--- config.mk ---
export PLATFORM = sky130hd
export DESIGN_NAME = loop_counter
export DESIGN_NICKNAME = d
export VERILOG_FILES = /design/src/rtl/loop_counter.sv
export SDC_FILE = /design/constraint.sdc
export NUM_CORES = 1
export LEC_CHECK = 0
export ABC_AREA = 1
export BUFFER_PORTS_ARGS = -buffer_cell sky130_fd_sc_hd__clkbuf_2
export CAP_MARGIN = 20
export CORE_ASPECT_RATIO = 1.2
export CORE_MARGIN = 1.5
export CORE_UTILIZATION = 45
export DETAILED_ROUTE_END_ITERATION = 16
export PLACE_DENSITY = 0.73
export SYNTH_ARGS = -nofsm -noshare
export SYNTH_HDL_FRONTEND = slang
export SYNTH_SLANG_ARGS = --single-unit
--- constraint.sdc ---
create_clock -name clk -period 1.6 [get_ports clk]
set_input_delay 0.32 -clock clk [delete_from_list [all_inputs] [get_ports clk]]
set_output_delay 0.32 -clock clk [all_outputs]
set_load 0.005 [all_outputs]
--- src/rtl/loop_counter.sv ---
// loop_counter: loads a loop limit on start, then counts from 0 up to
// (limit - OFFSET) one step per enabled cycle, pulsing done at completion.
// Starts whose limit is below OFFSET are rejected with a one-cycle err pulse.
// Optional build macro: LOOP_COUNTER_AUTORELOAD_EN -- when defined, reaching
// the terminal count wraps the count back to 0 and keeps running instead of
// parking in DONE.
module loop_counter #(
  parameter int WIDTH  = 4,
  parameter int OFFSET = 2
) (
  input  logic             clk,
  input  logic             rst,
  input  logic             start,
  input  logic             initCount,
  input  logic             enCount,
  input  logic [WIDTH-1:0] NregIn,
  output logic [WIDTH-1:0] countOut,
  output logic             nEqual,
  output logic             done,
  output logic             busy,
  output logic             err
);

  typedef enum logic [1:0] {
    S_IDLE = 2'd0,
    S_RUN  = 2'd1,
    S_DONE = 2'd2
  } state_t;

  // OFFSET widened once so every limit comparison happens in WIDTH+1 bits.
  localparam logic [WIDTH:0] OFFSET_EXT = (WIDTH + 1)'(OFFSET);

  state_t           state_q, state_d;
  logic [WIDTH-1:0] count_q, count_d;
  logic [WIDTH-1:0] limit_q, limit_d;
  logic             done_q, done_d;
  logic             err_q, err_d;

  logic [WIDTH:0]   term;
  logic             at_term;
  logic             start_legal;

  // Terminal count is derived from the latched limit only, so NregIn wiggling
  // during a run cannot disturb it. An accepted start guarantees term >= 0.
  assign term        = {1'b0, limit_q} - OFFSET_EXT;
  assign at_term     = ({1'b0, count_q} == term);
  assign start_legal = ({1'b0, NregIn} >= OFFSET_EXT);

  // Next-state and next-output logic; initCount outranks every other request.
  always_comb begin
    state_d = state_q;
    count_d = count_q;
    limit_d = limit_q;
    done_d  = 1'b0;
    err_d   = 1'b0;
    if (initCount) begin
      state_d = S_IDLE;
      count_d = '0;
    end else begin
      case (state_q)
        S_IDLE, S_DONE: begin
          if (start) begin
            count_d = '0;
            if (start_legal) begin
              limit_d = NregIn;
              state_d = S_RUN;
            end else begin
              // Rejected start keeps the previous limit and falls back to idle.
              err_d   = 1'b1;
              state_d = S_IDLE;
            end
          end
        end
        S_RUN: begin
          if (enCount) begin
            if (at_term) begin
              done_d = 1'b1;
`ifdef LOOP_COUNTER_AUTORELOAD_EN
              count_d = '0;
`else
              state_d = S_DONE;
`endif
            end else begin
              count_d = count_q + WIDTH'(1);
            end
          end
        end
        default: begin
          // Unused encoding: recover to a clean idle.
          state_d = S_IDLE;
          count_d = '0;
        end
      endcase
    end
  end

  // State register with synchronous active-low reset taking top priority.
  always_ff @(posedge clk) begin
    if (!rst) begin
      state_q <= S_IDLE;
      count_q <= '0;
      limit_q <= '0;
      done_q  <= 1'b0;
      err_q   <= 1'b0;
    end else begin
      state_q <= state_d;
      count_q <= count_d;
      limit_q <= limit_d;
      done_q  <= done_d;
      err_q   <= err_d;
    end
  end

  // All outputs come from registered state only.
  assign countOut = count_q;
  assign busy     = (state_q == S_RUN);
  assign nEqual   = (state_q == S_RUN) && at_term;
  assign done     = done_q;
  assign err      = err_q;

endmodule

==> Word-level counts from Yosys, hierarchy flattened <==
Index checks and enable logic that the tools add are counted.
W data, S select, Z words.
{ "op_classes": {"eq_ne": 7, "order_cmp": 1, "bitwise_logic": 6, "reduce_logical": 9, "n_mux": 11, "addsub": 2} }
{ "op_table": {"columns": ["operator", "count"], "rows": [
  ["$mux W4", 3],
  ["$pmux W4 S2", 1],
  ["$reduce_or A4 Y1", 2],
  ["$mux W2", 3],
  ["$ne A2 B2 Y1 const B", 3],
  ["$not A1 Y1", 6],
  ["$reduce_and A3 Y1", 2],
  ["$eq A4 B5 Y1", 1],
  ["$sub A4 B2 Y5 const B", 1],
  ["$add A4 B1 Y4 const B", 1],
  ["$ge A4 B2 Y1 const B", 1],
  ["$pmux W2 S2", 1],
  ["$reduce_and A4 Y1", 1],
  ["$reduce_or A2 Y1", 2],
  ["$mux W1", 3],
  ["$eq A2 B1 Y1 const B", 1],
  ["$eq A2 B2 Y1 const B", 1],
  ["$logic_not A2 Y1", 1],
  ["$ne A2 B1 Y1 const B", 1],
  ["$logic_and A1 B1 Y1", 1]
]} }
{ "word_totals": {"regBits": 12, "in_bits": 9, "output_inout_bits": 8, "word_cells": 41} }

==> Logic depth before layout (Yosys ltp) <==
{ "depth": {"ltp_word": 5, "mapped_depth": 11, "depth_no_buf": 11} }

==> Least setup slack after synthesis <==
OpenSTA, ideal clock, no wires.
{ "synth_path": {"kind": "flip-flop to output port", "startpoint": "reg limit_q[1]", "endpoint": "out nEqual", "required_ps": 1280, "path_buffers": 0, "path_slack_ps": 48, "stages_incl_launch_ff": 10, "arrival_time_ps": 1232, "cell_sequence": "dfxtp_1 -> inv_1 -> ha_1 -> nand2_1 -> inv_1 -> nor2_1 -> nand2_1 -> nor2_2 -> nand3_2 -> inv_1"} }
{ "synth_between": {"elab_chain_cells": 3} }
{ "synth_rtl": {"columns": ["element", "line_no", "source"], "rows": [
  ["start: declaration", "35", "logic [WIDTH-1:0] limit_q, limit_d;"],
  ["start signal: assignment", "108", "limit_q <= limit_d;"],
  ["$sub A4 B2 Y5", "45", "assign term = {1'b0, limit_q} - OFFSET_EXT;"],
  ["$eq A4 B5 Y1", "46", "assign at_term = ({1'b0, count_q} == term);"],
  ["$logic_and A1 B1 Y1", "117", "assign nEqual = (state_q == S_RUN) && at_term;"],
  ["end: declaration", "18", "output logic nEqual,"]
]} }
No other way between the ends.

==> Final worst setup path <==
{ "layout_path": {"startpoint": "reg limit_q[2]", "endpoint": "out nEqual"} }
The elaborated chain is that of the path after synthesis.

==> run_results.csv <==
group,metric,value,unit
placed_design,placed_cells,147,
run,cap_violations,0,
critical_path,worst-setup-path-type,"register to primary output",
yosys,syn-num-nets,123,
layout,nets,154,
yosys,synth-seq-cells,12,
timing,tns,-558,ps
floorplan,core,1460,um^2
routing,drc,0,
yosys,syn_avg_cell_area,6.43,um^2
layout,final_cell_count_no_fill,159,
yosys,syn-instance-count,112,
layout,fill_cells,129,
critical_path,crit_path_end_kind,"primary output",
timing,final_max_slew_viol_count,0,
cts,root_buffer,"clkbuf_4",
floorplan,initial_core_util,0.492,
global_route,grt_pass1_vias,657,
timing,min_period_over_period,1.13,
timing,fmax,552,MHz
placed_design,gp_congestion,0.819,
placed_design,hpwl,1200,um
yosys,yosysSeqAreaShare,0.333,
layout,antenna_cells,0,
global_route,grt_use_total,0.214,
floorplan,die_w,39.5,um
timing,tightestPinTransition,321,ps
cts,cts_tree,"done",
power_and_ir_drop,fin_total_pwr,684,uW
timing,fin_crit,1810,ps
power_and_ir_drop,powerDensity,683,nW/um^2
cts,insertion_delay,270,ps
timing,setup_violations,6,
yosys,netlist_area,721,um^2
placed_design,dpl_cell_area,837,um^2
yosys,ys_types,17,
routing,drtIter0Drc,10,
cts,cts.reportedPaths.clkPinSlew,80,ps
routing,drt.antenna.violating_nets,0,
min_path,whs_path_depth,3,
floorplan,dieHeight,46.8,um
power_and_ir_drop,ir_worst_vdd,0.000462,V
timing,worst_hold_slack,275,ps
timing,fin_worst_skew,3.80,ps
floorplan,io_pins,17,
routing,wl_per_cell,10.7,um
global_route,antenna_found_initial,0,
layout,drive_above_1_share,0.380,
floorplan,rows,15,
outcome,status,"finished with violations",
global_route,grt_overflow,0,
outcome,violations,"negative setup slack",
critical_path,arrival,1490,ps
layout,syn2layout_area_growth,38.9,%
critical_path,r2r_setup_slack,-110,ps
routing,wirelength,1700,um
routing,num_vias,774,
critical_path,crit_fanout,2,
cts,ctsHtreeMaxLevel,1,
timing,slew_headroom,0.786,
min_path,hold_path_class,"primary input to register",
timing,rsz0062_at_grt,"true",
floorplan,die-area,1850,um^2
timing,hold_viol,0,
global_route,grt_pass1_wl,2690,um
cts,postCtsHoldBufs,0,
layout,fin_area,1000,um^2
placed_design,portBuffers,16,
cts,clockBufferDepth,2,
critical_path,cp-start-kind,"register",
timing,layout_setup_ws,-211,ps
cts,cts_sinks,12,
power_and_ir_drop,p_leak,0.530,nW
global_route,grt_max_degree,9,
critical_path,worstPathRequired,1280,ps
routing,drt_first_pass_iters,4,
critical_path,reg2regPathDepth,13,
routing,viasPerCell,4.87,
yosys,yosysWarnings,0,
cts,cts_buffers,3,
-- through the flow --
stage | utilization | setup slack [ps]
global route | 0.684 | -300
detailed placement | 0.572 | -3.44
global placement | 0.572 | 18.4
finish | 0.684 | -211
floorplan | - | 47.9
CTS | 0.634 | -182
-- sequential cells by signal (all words and copies together), names as in the netlist --
signal and count:
countOut 4, done 1, err 1, limit_q 4, state_q 2
-- critical path: stages, from the launching register on --
cell and delay, ps:
dfxtp_2 340, inv_2 50, ha_4 250, nand2_4 70, inv_1 40, nor2_1 70, nand2_1 60, nor2_2 90
nand3_2 80, inv_1 60, clkbuf_2 100
-- routing by layer --
layer | track usage | up-vias | routed length (um)
met3 | 0.0284 | 4 | 57
met1 | 0.275 | 347 | 760
met5 | 0 | - | 0
li1 | - | 410 | -
met2 | 0.348 | 13 | 856
met4 | 0.103 | 0 | 25
-- logic make-up after synthesis --
logic type | share of synthesized area
AND/OR/NAND/NOR | 0.411
buffers and inverters | 0.115
AO/OA/AOI/OAI | 0.106
flip-flops | 0.333
adder cells (fa/ha/maj) | 0.0347
-- cell usage in the layout, fill, tap and decap left out --
cell type,instances
nand2_1,33
clkbuf_2,16
inv_1,15
dfxtp_1,10
nor2_1,9
a21oi_1,8
inv_2,7
nand3_1,7
buf_4,6
buf_6,4
nor2_2,3
nand3_2,3
o21ai_0,3
clkbuf_4,3
nor2_4,2
nand2_4,2
dfxtp_2,2
o21ai_4,1
nor2_8,1
a21oi_2,1
or3_1,1
nor4_2,1
nor3_1,1
ha_1,1
ha_4,1
clkbuf_8,1
-- cells in the mapped netlist --
master / number / share of area
inv_2: 4 / 0.021
nor2_8: 1 / 0.028
or3_1: 1 / 0.0087
nor2_2: 3 / 0.026
nor3_1: 1 / 0.0069
nor4_1: 1 / 0.0087
a21oi_1: 9 / 0.062
nand2_1: 35 / 0.18
nor2_1: 10 / 0.052
o21ai_0: 3 / 0.021
nand3_1: 8 / 0.056
o21ai_4: 1 / 0.023
inv_1: 18 / 0.094
nand3_2: 2 / 0.028
nor2_4: 1 / 0.016
ha_1: 2 / 0.035
dfxtp_1: 12 / 0.33
-- layout make-up --
type	instances	area, um^2	share of cell area
flip-flops and latches	12	243	0.243
inverters	22	82.6	0.0825
well taps	17	21.3	0.0212
repair buffers	26	170	0.170
clock buffers	4	36.3	0.0363
multi-input cells	78	448	0.448
-- power breakdown --
| group | internal, mW | leakage (nW) | switching, mW |
|---|---|---|---|
| Clock | 0.138 | 0.0210 | 0.104 |
| Combinational | 0.0493 | 0.410 | 0.0773 |
| Sequential | 0.308 | 0.0984 | 0.00727 |
-- what timing repair did --
| item | in CTS | in global routing |
|---|---|---|
| setup endpoints to repair | 2 | 7 |
| endpoints found under the hold margin | 0 | 0 |
| buffers inserted | 5 | 4 |
| pin swaps | 3 | 5 |
| resized for setup | 6 | 13 |
-- final timing paths --
path,from,endpoint
worst min-delay path,NregIn[1],limit_q[1]
worst min register to register,limit_q[0],limit_q[0]
worst max register to register,limit_q[1],state_q[0]
worst max-delay path,limit_q[2],nEqual
Power figures use the tool's default switching activity.
